[src/rtl/reference_xcorr.sv]
// ---------------------------------------------------------------------------
// reference_xcorr
//
// Correlates the stored reference against one block of received samples.
// On start it walks reference indices 0..BUFFER_LENGTH-1 out to the
// reference buffer. It pairs each returned reference sample one-for-one with
// the received sample stream, and accumulates conj(ref) * rx. The single
// complex sum is then presented on a valid/ready output.
//
// Ports
//   clk, rst                  clock, synchronous active-high reset
//   start                     one-cycle request, honoured only when idle
//   busy                      high whenever not idle
//   ref_index_t{valid,data,ready}  index requests to the reference buffer
//   ref_data_t{valid,ready}, ref_i, ref_q   returned reference samples
//   rx_t{valid,ready}, rx_i, rx_q           received samples
//   out_t{valid,ready}, out_re, out_im      accumulated complex result
// ---------------------------------------------------------------------------
module reference_xcorr #(
    parameter int SAMPLE_BITS   = 12,
    parameter int INDEX_BITS    = 10,
    parameter int BUFFER_LENGTH = 1000,
    localparam int OUT_BITS     = 2*SAMPLE_BITS + 1 + INDEX_BITS
) (
    input  logic                          clk,
    input  logic                          rst,
    input  logic                          start,
    output logic                          busy,
    output logic                          ref_index_tvalid,
    output logic [INDEX_BITS-1:0]         ref_index_tdata,
    input  logic                          ref_index_tready,
    input  logic                          ref_data_tvalid,
    input  logic signed [SAMPLE_BITS-1:0] ref_i,
    input  logic signed [SAMPLE_BITS-1:0] ref_q,
    output logic                          ref_data_tready,
    input  logic                          rx_tvalid,
    input  logic signed [SAMPLE_BITS-1:0] rx_i,
    input  logic signed [SAMPLE_BITS-1:0] rx_q,
    output logic                          rx_tready,
    output logic                          out_tvalid,
    output logic signed [OUT_BITS-1:0]    out_re,
    output logic signed [OUT_BITS-1:0]    out_im,
    input  logic                          out_tready
);

    localparam int PROD_BITS = 2*SAMPLE_BITS + 1;
    // One extra bit so the counters can hold BUFFER_LENGTH == 2^INDEX_BITS.
    localparam int CNT_BITS  = INDEX_BITS + 1;
    localparam logic [CNT_BITS-1:0] LEN = CNT_BITS'(BUFFER_LENGTH);

    typedef enum logic [1:0] {
        S_IDLE,
        S_RUN,
        S_DRAIN,
        S_DONE
    } state_t;

    state_t                      state_q, state_d;
    logic [CNT_BITS-1:0]         idx_q, idx_d;
    logic [CNT_BITS-1:0]         pairs_q, pairs_d;
    logic                        p_valid_q;
    logic signed [PROD_BITS-1:0] re_p_q, im_p_q, re_p_d, im_p_d;
    logic signed [OUT_BITS-1:0]  acc_re_q, acc_im_q, acc_re_d, acc_im_d;

    logic                        run;
    logic                        pairs_left;
    logic                        idx_fire;
    logic                        pair_fire;
    logic signed [PROD_BITS-1:0] ri_x, rq_x, xi_x, xq_x;

    assign run        = (state_q == S_RUN);
    assign pairs_left = (pairs_q < LEN);

    assign ref_index_tvalid = run && (idx_q < LEN);
    assign ref_index_tdata  = idx_q[INDEX_BITS-1:0];
    assign idx_fire         = ref_index_tvalid && ref_index_tready;

    // Each ready looks only at the partner's valid, so a pair is consumed
    // from both streams in the same cycle or from neither.
    assign ref_data_tready = run && pairs_left && rx_tvalid;
    assign rx_tready       = run && pairs_left && ref_data_tvalid;
    assign pair_fire       = run && pairs_left && ref_data_tvalid && rx_tvalid;

    assign busy       = (state_q != S_IDLE);
    assign out_tvalid = (state_q == S_DONE);
    assign out_re     = acc_re_q;
    assign out_im     = acc_im_q;

    // Sign-extend the operands before multiplying so every product and sum
    // is computed at full precision.
    assign ri_x = PROD_BITS'(ref_i);
    assign rq_x = PROD_BITS'(ref_q);
    assign xi_x = PROD_BITS'(rx_i);
    assign xq_x = PROD_BITS'(rx_q);

    // conj(ref) * rx
    assign re_p_d = ri_x * xi_x + rq_x * xq_x;
    assign im_p_d = ri_x * xq_x - rq_x * xi_x;

    always_comb begin
        state_d  = state_q;
        idx_d    = idx_q;
        pairs_d  = pairs_q;
        acc_re_d = acc_re_q;
        acc_im_d = acc_im_q;

        if (p_valid_q) begin
            acc_re_d = acc_re_q + OUT_BITS'(re_p_q);
            acc_im_d = acc_im_q + OUT_BITS'(im_p_q);
        end
        if (idx_fire) begin
            idx_d = idx_q + 1'b1;
        end
        if (pair_fire) begin
            pairs_d = pairs_q + 1'b1;
        end

        case (state_q)
            S_IDLE: begin
                if (start) begin
                    state_d  = S_RUN;
                    idx_d    = '0;
                    pairs_d  = '0;
                    acc_re_d = '0;
                    acc_im_d = '0;
                end
            end
            S_RUN: begin
                if (pair_fire && (pairs_d == LEN)) begin
                    state_d = S_DRAIN;
                end
            end
            // DRAIN is entered with the final product sitting in stage 1.
            // It is added this cycle, so the sum is complete on entry to DONE.
            S_DRAIN: state_d = S_DONE;
            S_DONE: begin
                if (out_tready) begin
                    state_d = S_IDLE;
                end
            end
            default: state_d = S_IDLE;
        endcase
    end

    always_ff @(posedge clk) begin
        if (rst) begin
            state_q   <= S_IDLE;
            idx_q     <= '0;
            pairs_q   <= '0;
            p_valid_q <= 1'b0;
            re_p_q    <= '0;
            im_p_q    <= '0;
            acc_re_q  <= '0;
            acc_im_q  <= '0;
        end else begin
            state_q   <= state_d;
            idx_q     <= idx_d;
            pairs_q   <= pairs_d;
            p_valid_q <= pair_fire;
            if (pair_fire) begin
                re_p_q <= re_p_d;
                im_p_q <= im_p_d;
            end
            acc_re_q  <= acc_re_d;
            acc_im_q  <= acc_im_d;
        end
    end

endmodule

[config.mk]
export PLATFORM = sky130hd
export DESIGN_NAME = reference_xcorr
export DESIGN_NICKNAME = d
export VERILOG_FILES = /design/src/rtl/reference_xcorr.sv
export SDC_FILE = /design/constraint.sdc
export NUM_CORES = 2
export LEC_CHECK = 0
export CAP_MARGIN = 10
export CORE_MARGIN = 10
export CORE_UTILIZATION = 55
export CTS_CLUSTER_DIAMETER = 150
export DETAILED_ROUTE_END_ITERATION = 12
export PLACE_DENSITY = 0.81
export REMOVE_ABC_BUFFERS = 1
export SYNTH_ARGS = -nofsm -noshare
export SYNTH_HDL_FRONTEND = slang
export SYNTH_SLANG_ARGS = --single-unit
[constraint.sdc]
create_clock -name clk -period 9.1 [get_ports clk]
set_input_delay 0.91 -clock clk [delete_from_list [all_inputs] [get_ports clk]]
set_output_delay 0.91 -clock clk [all_outputs]
set_load 0.01 [all_outputs]
Word level (Yosys, flattened, before mapping)
Cells that the tools add are included.

Eq/ne operators: 7. Mux-type cells: 16. Add/sub/neg operators: 6. $mul: 4. Order comparisons: 2. Reductions and logical operators: 10.

Operators with widths (count): $mux W35 (6); $mul A12 B12 Y24 (4); $add A35 B25 Y35 (2); $mux W11 (6); $add A24 B24 Y25 (1); $sub A24 B24 Y25 (1); $add A11 B1 Y11 const B (2); $lt A11 B10 Y1 const B (2); $eq A11 B10 Y1 const B (1); $pmux W2 S4 (1); $logic_and A1 B1 Y1 (7); $mux W2 (3); $eq A2 B2 Y1 const B (2); $ne A2 B1 Y1 const B (2); $reduce_and A3 Y1 (1); $eq A2 B1 Y1 const B (1); $logic_not A2 Y1 (1); $ne A2 B2 Y1 const B (1); $reduce_bool A2 Y1 (1).

Bits of input ports: 55. Output and inout bits: 85. Logic and storage cells: 53. Register bits: 145.

Depth between registers and ports, before layout
Depth in word-level cells: 9. Depth in mapped cells: 27. Depth with buffers taken out: 25.

Least setup slack after synthesis
OpenSTA, ideal clock, no wires.

Kind: input -> register. Start point: in rx_i[0]. End point: reg re_p_q[23]. Setup slack: 1.877 ns. Setup time: 0.117 ns. Path buffers: 1. Stages: 23. Arrival: 7.106 ns. Data required time: 8.983 ns. Cells stage by stage: clkbuf_1 nand2_1 inv_1 fa_1 inv_1 fa_1 inv_1 fa_1 fa_1 fa_1 fa_1 inv_1 fa_1 inv_1 ha_1 and3_1 o21ai_0 a21boi_0 a2111oi_0 or3_1 o21ai_0 xor2_1 a22o_1.

Cells in the longest elaborated chain, start to end: 2.

RTL lines: start, declared (line 37) `input logic signed [SAMPLE_BITS-1:0] rx_i,`; $mul A12 B12 Y24 (line 97) `assign re_p_d = ri_x * xi_x + rq_x * xq_x;`; $add A24 B24 Y25 (line 97); end signal, assigned (line 161) `re_p_q <= re_p_d;`; end, declared (line 62) `logic signed [PROD_BITS-1:0] re_p_q, im_p_q, re_p_d, im_p_d;`.

No other way between the ends. A chain may end at the register's enable or synchronous reset.

Worst setup path after layout
Ends and elaborated chain as after synthesis.

==> out/qor.yml <==
die:
  die_y_um: 260
  fp.coreArea_um2: 57500
  die-area_um2: 67800
  io_pins: 140
  die_w_um: 260
  start_util_pct: 55.3
  rows: 88
critical_path:
  worst_setup_path_end_kind: "flip-flop"
  crit_path_frequent_cell: "fa_1"
  path_class: "in -> reg"
  worstPathArrival_ps: 8590
  crit_chain: "clkdlybuf4s50_1, nand2_1, inv_1, fa_1, inv_1, fa_1, inv_1, fa_1, fa_1, fa_1, fa_1, inv_1, fa_1, inv_1, ha_1, a21oi_1, nor3b_1, o211ai_1, a2111oi_0, or3_1, o21ai_0, xor2_1, a22o_1"
  rr_worst_depth: 11
  crit_family: "adder cells"
  critical-path-max-stage-delay_ps: 820
  startpoint_type: "input port"
  reg2reg_from: "out_re[0]"
  cp.required_ps: 9450
  reg2reg_to: "out_re[34]"
  cp_num_buf_inv: 6
  regToRegSetupSlack_ps: 5690
  critPathMaxFanout: 16
  crit_slowest_cell: "clkdlybuf4s50_1"
cells_and_area:
  nNetsFinal: 4593
  drive_above_1_share_pct: 3.22
  final_area_um2: 34600
  final.fill_count: 4901
  area_growth_pct: 8.77
synthesis:
  synth-seq-cells: 145
  synth_fa_ha_area_share_pct: 51.5
  synth_top_family_by_area: "adder cells"
  ys_warn_count: 0
  synthMuxAreaShare_pct: 1.11
  synth_compound_gate_area_share_pct: 8.23
  synth.top_cell.area_share_pct: 41.1
  syn_area_um2: 31800
  synth_cell_types: 67
  synth_cells: 3559
  synth-async-reset-ratio_pct: 0
  syn_area_per_cell_um2: 8.94
  synth_edf_count: 0
  synth-xor-area-share_pct: 3.50
  synth_top_area_cell: "fa_1"
  yosysMostFrequentCell: "inv_1"
  synthTopCellsByArea: "fa_1 (41%), ha_1 (10%), dfxtp_1 (9.1%)"
  ys.flop_type: "dfxtp_1"
  synth_seq_area_share_pct: 9.13
  synthSimpleGateAreaFrac_pct: 15.8
  synth_common_cells: "inv_1 (734), fa_1 (653), nand2_1 (406)"
sta:
  slew_headroom_pct: 20.0
  finalCritPeriodShare_pct: 90.6
  clock.fmax_mhz: 121
  fin_worst_skew_ps: 15.8
  final.min_clock_period_ps: 8250
  hold_violations: 0
  rsz0062_at_grt: "false"
  fin_setup_tns_ps: 0
  slew_viol_final: 0
  worstMarginPinSlew_ps: 1170
  setup-violations-final: 0
place:
  dpl_cell_area_um2: 34000
  numPortBuffers: 139
  gp_congestion: 0.923
  dp_hpwl_um: 62900
detailed_routing:
  ant_nets: 0
  wirelength_um: 76900
  drc: 0
  routed_via_density: 5.47
  dr.pass1.iters: 5
  drtIter0Drc: 1358
  post_drt_wl_per_cell_um: 17.5
  vias: 24100
grt:
  grt_pass1_vias: 25100
  grt_start_max_net_pins: 62
  grt_remaining_overflow: 0
  track_usage_pct: 23.7
  antenna_found_initial: 1
  grt_pass1_wl_um: 128000
clock_network:
  clock-sinks: 145
  clk_latency_ps: 460
  cts_made_buffers: 17
  clock-root-buffer: "clkbuf_16"
  cts_tree: "built"
  cts_resized: 0
  post_cts_buffers: 0
  postCtsHoldBufs: 0
  clk_path_buf_depth: 2
  htreeDepth: 4
  path_clk_slew_ps: 70
run:
  drv_cap: 0
min_path:
  hold_path_depth: 2
  hold_path_class: "reg -> reg"
  min_to: "im_p_q[12]"
  holdCritStartpoint: "im_p_q[12]"
outcome:
  status: "completed"
-- metal layers --
layer | wire length, um | up-vias | global-route usage [%]
met1 | 31900 | 12100 | 31.1
met3 | 5610 | 148 | 3.78
li1 | - | 11000 | -
met5 | 13 | - | 0
met2 | 36800 | 817 | 39.0
met4 | 2660 | 2 | 8.90
-- metrics by stage --
stage	hold WS [ps]	utilization, %	std cells	worst slack [ps]
finish	458	60.2	4399	854
detailed placement	447	59.1	4366	474
global route	478	60.2	4398	495
CTS	460	60.2	4398	910
floorplan	430	-	3398	2080
global placement	445	59.1	4366	644
-- worst max-delay path by stage --
stage / startpoint / to / slack (ps) / cells after the start
floorplan: ref_i[11] / re_p_q[23] / 2080 / 22
global placement: rx_i[0] / re_p_q[23] / 640 / 23
detailed placement: rx_i[0] / re_p_q[23] / 470 / 23
CTS: rx_i[0] / re_p_q[23] / 910 / 23
global route: rx_i[0] / re_p_q[23] / 490 / 23
finish: rx_i[0] / re_p_q[23] / 850 / 23
-- registers in the layout, summed over array words and instances (netlist names) --
register and count:
idx_q 11, out_re 35, im_p_q 25, state_q 2
out_im 35, p_valid_q 1, pairs_q 11, re_p_q 25
-- placed cells by master (no fill, tap or decap), types with 26 or more instances in the layout --
cell type / n
mux2i_1: 34
xor2_1: 38
dfxtp_1: 144
a21o_1: 60
fa_1: 653
ha_1: 265
nor3_1: 26
buf_4: 64
and2_1: 286
clkdlybuf4s50_1: 138
nand2b_1: 31
xnor2_1: 89
a21oi_1: 132
nand3_1: 36
o21ai_0: 70
inv_1: 734
nor2_1: 152
nand2_1: 405
-- worst reg2reg max path, stage by stage, from the launching register on --
cell and delay, ps:
dfxtp_1 330, ha_1 240, fa_1 420, a21o_1 240
a221oi_4 290, o31ai_2 160, a32o_1 280, or4_4 500
a31o_1 260, and4b_1 220, or3_1 340, nand3_1 80
-- cells by family (layout without fill, tap and decap cells) --
| kind of cell | after synthesis | in the layout |
|---|---|---|
| flops | 145 | 145 |
| compound gates | 408 | 408 |
| xor+xnor | 127 | 127 |
| buf+inv | 895 | 969 |
| simple gates | 1031 | 1031 |
| other cells | 0 | 1 |
| fa+ha+maj | 918 | 918 |
| mux | 35 | 35 |
-- layout make-up --
| class | instances | area (um^2) | area share [%] |
|---|---|---|---|
| multi-input cells | 2519 | 25500 | 73.8 |
| flip-flops and latches | 145 | 2900 | 8.40 |
| inverters | 734 | 2760 | 7.96 |
| repair buffers | 203 | 1870 | 5.40 |
| well taps | 765 | 957 | 2.77 |
| clock buffers | 17 | 425 | 1.23 |
| clock inverters | 15 | 168 | 0.485 |
| diodes | 1 | 2.50 | 0.00723 |
Power is not shown: default switching activity piles up to over one toggle a cycle in this logic, so the estimate is an artifact.
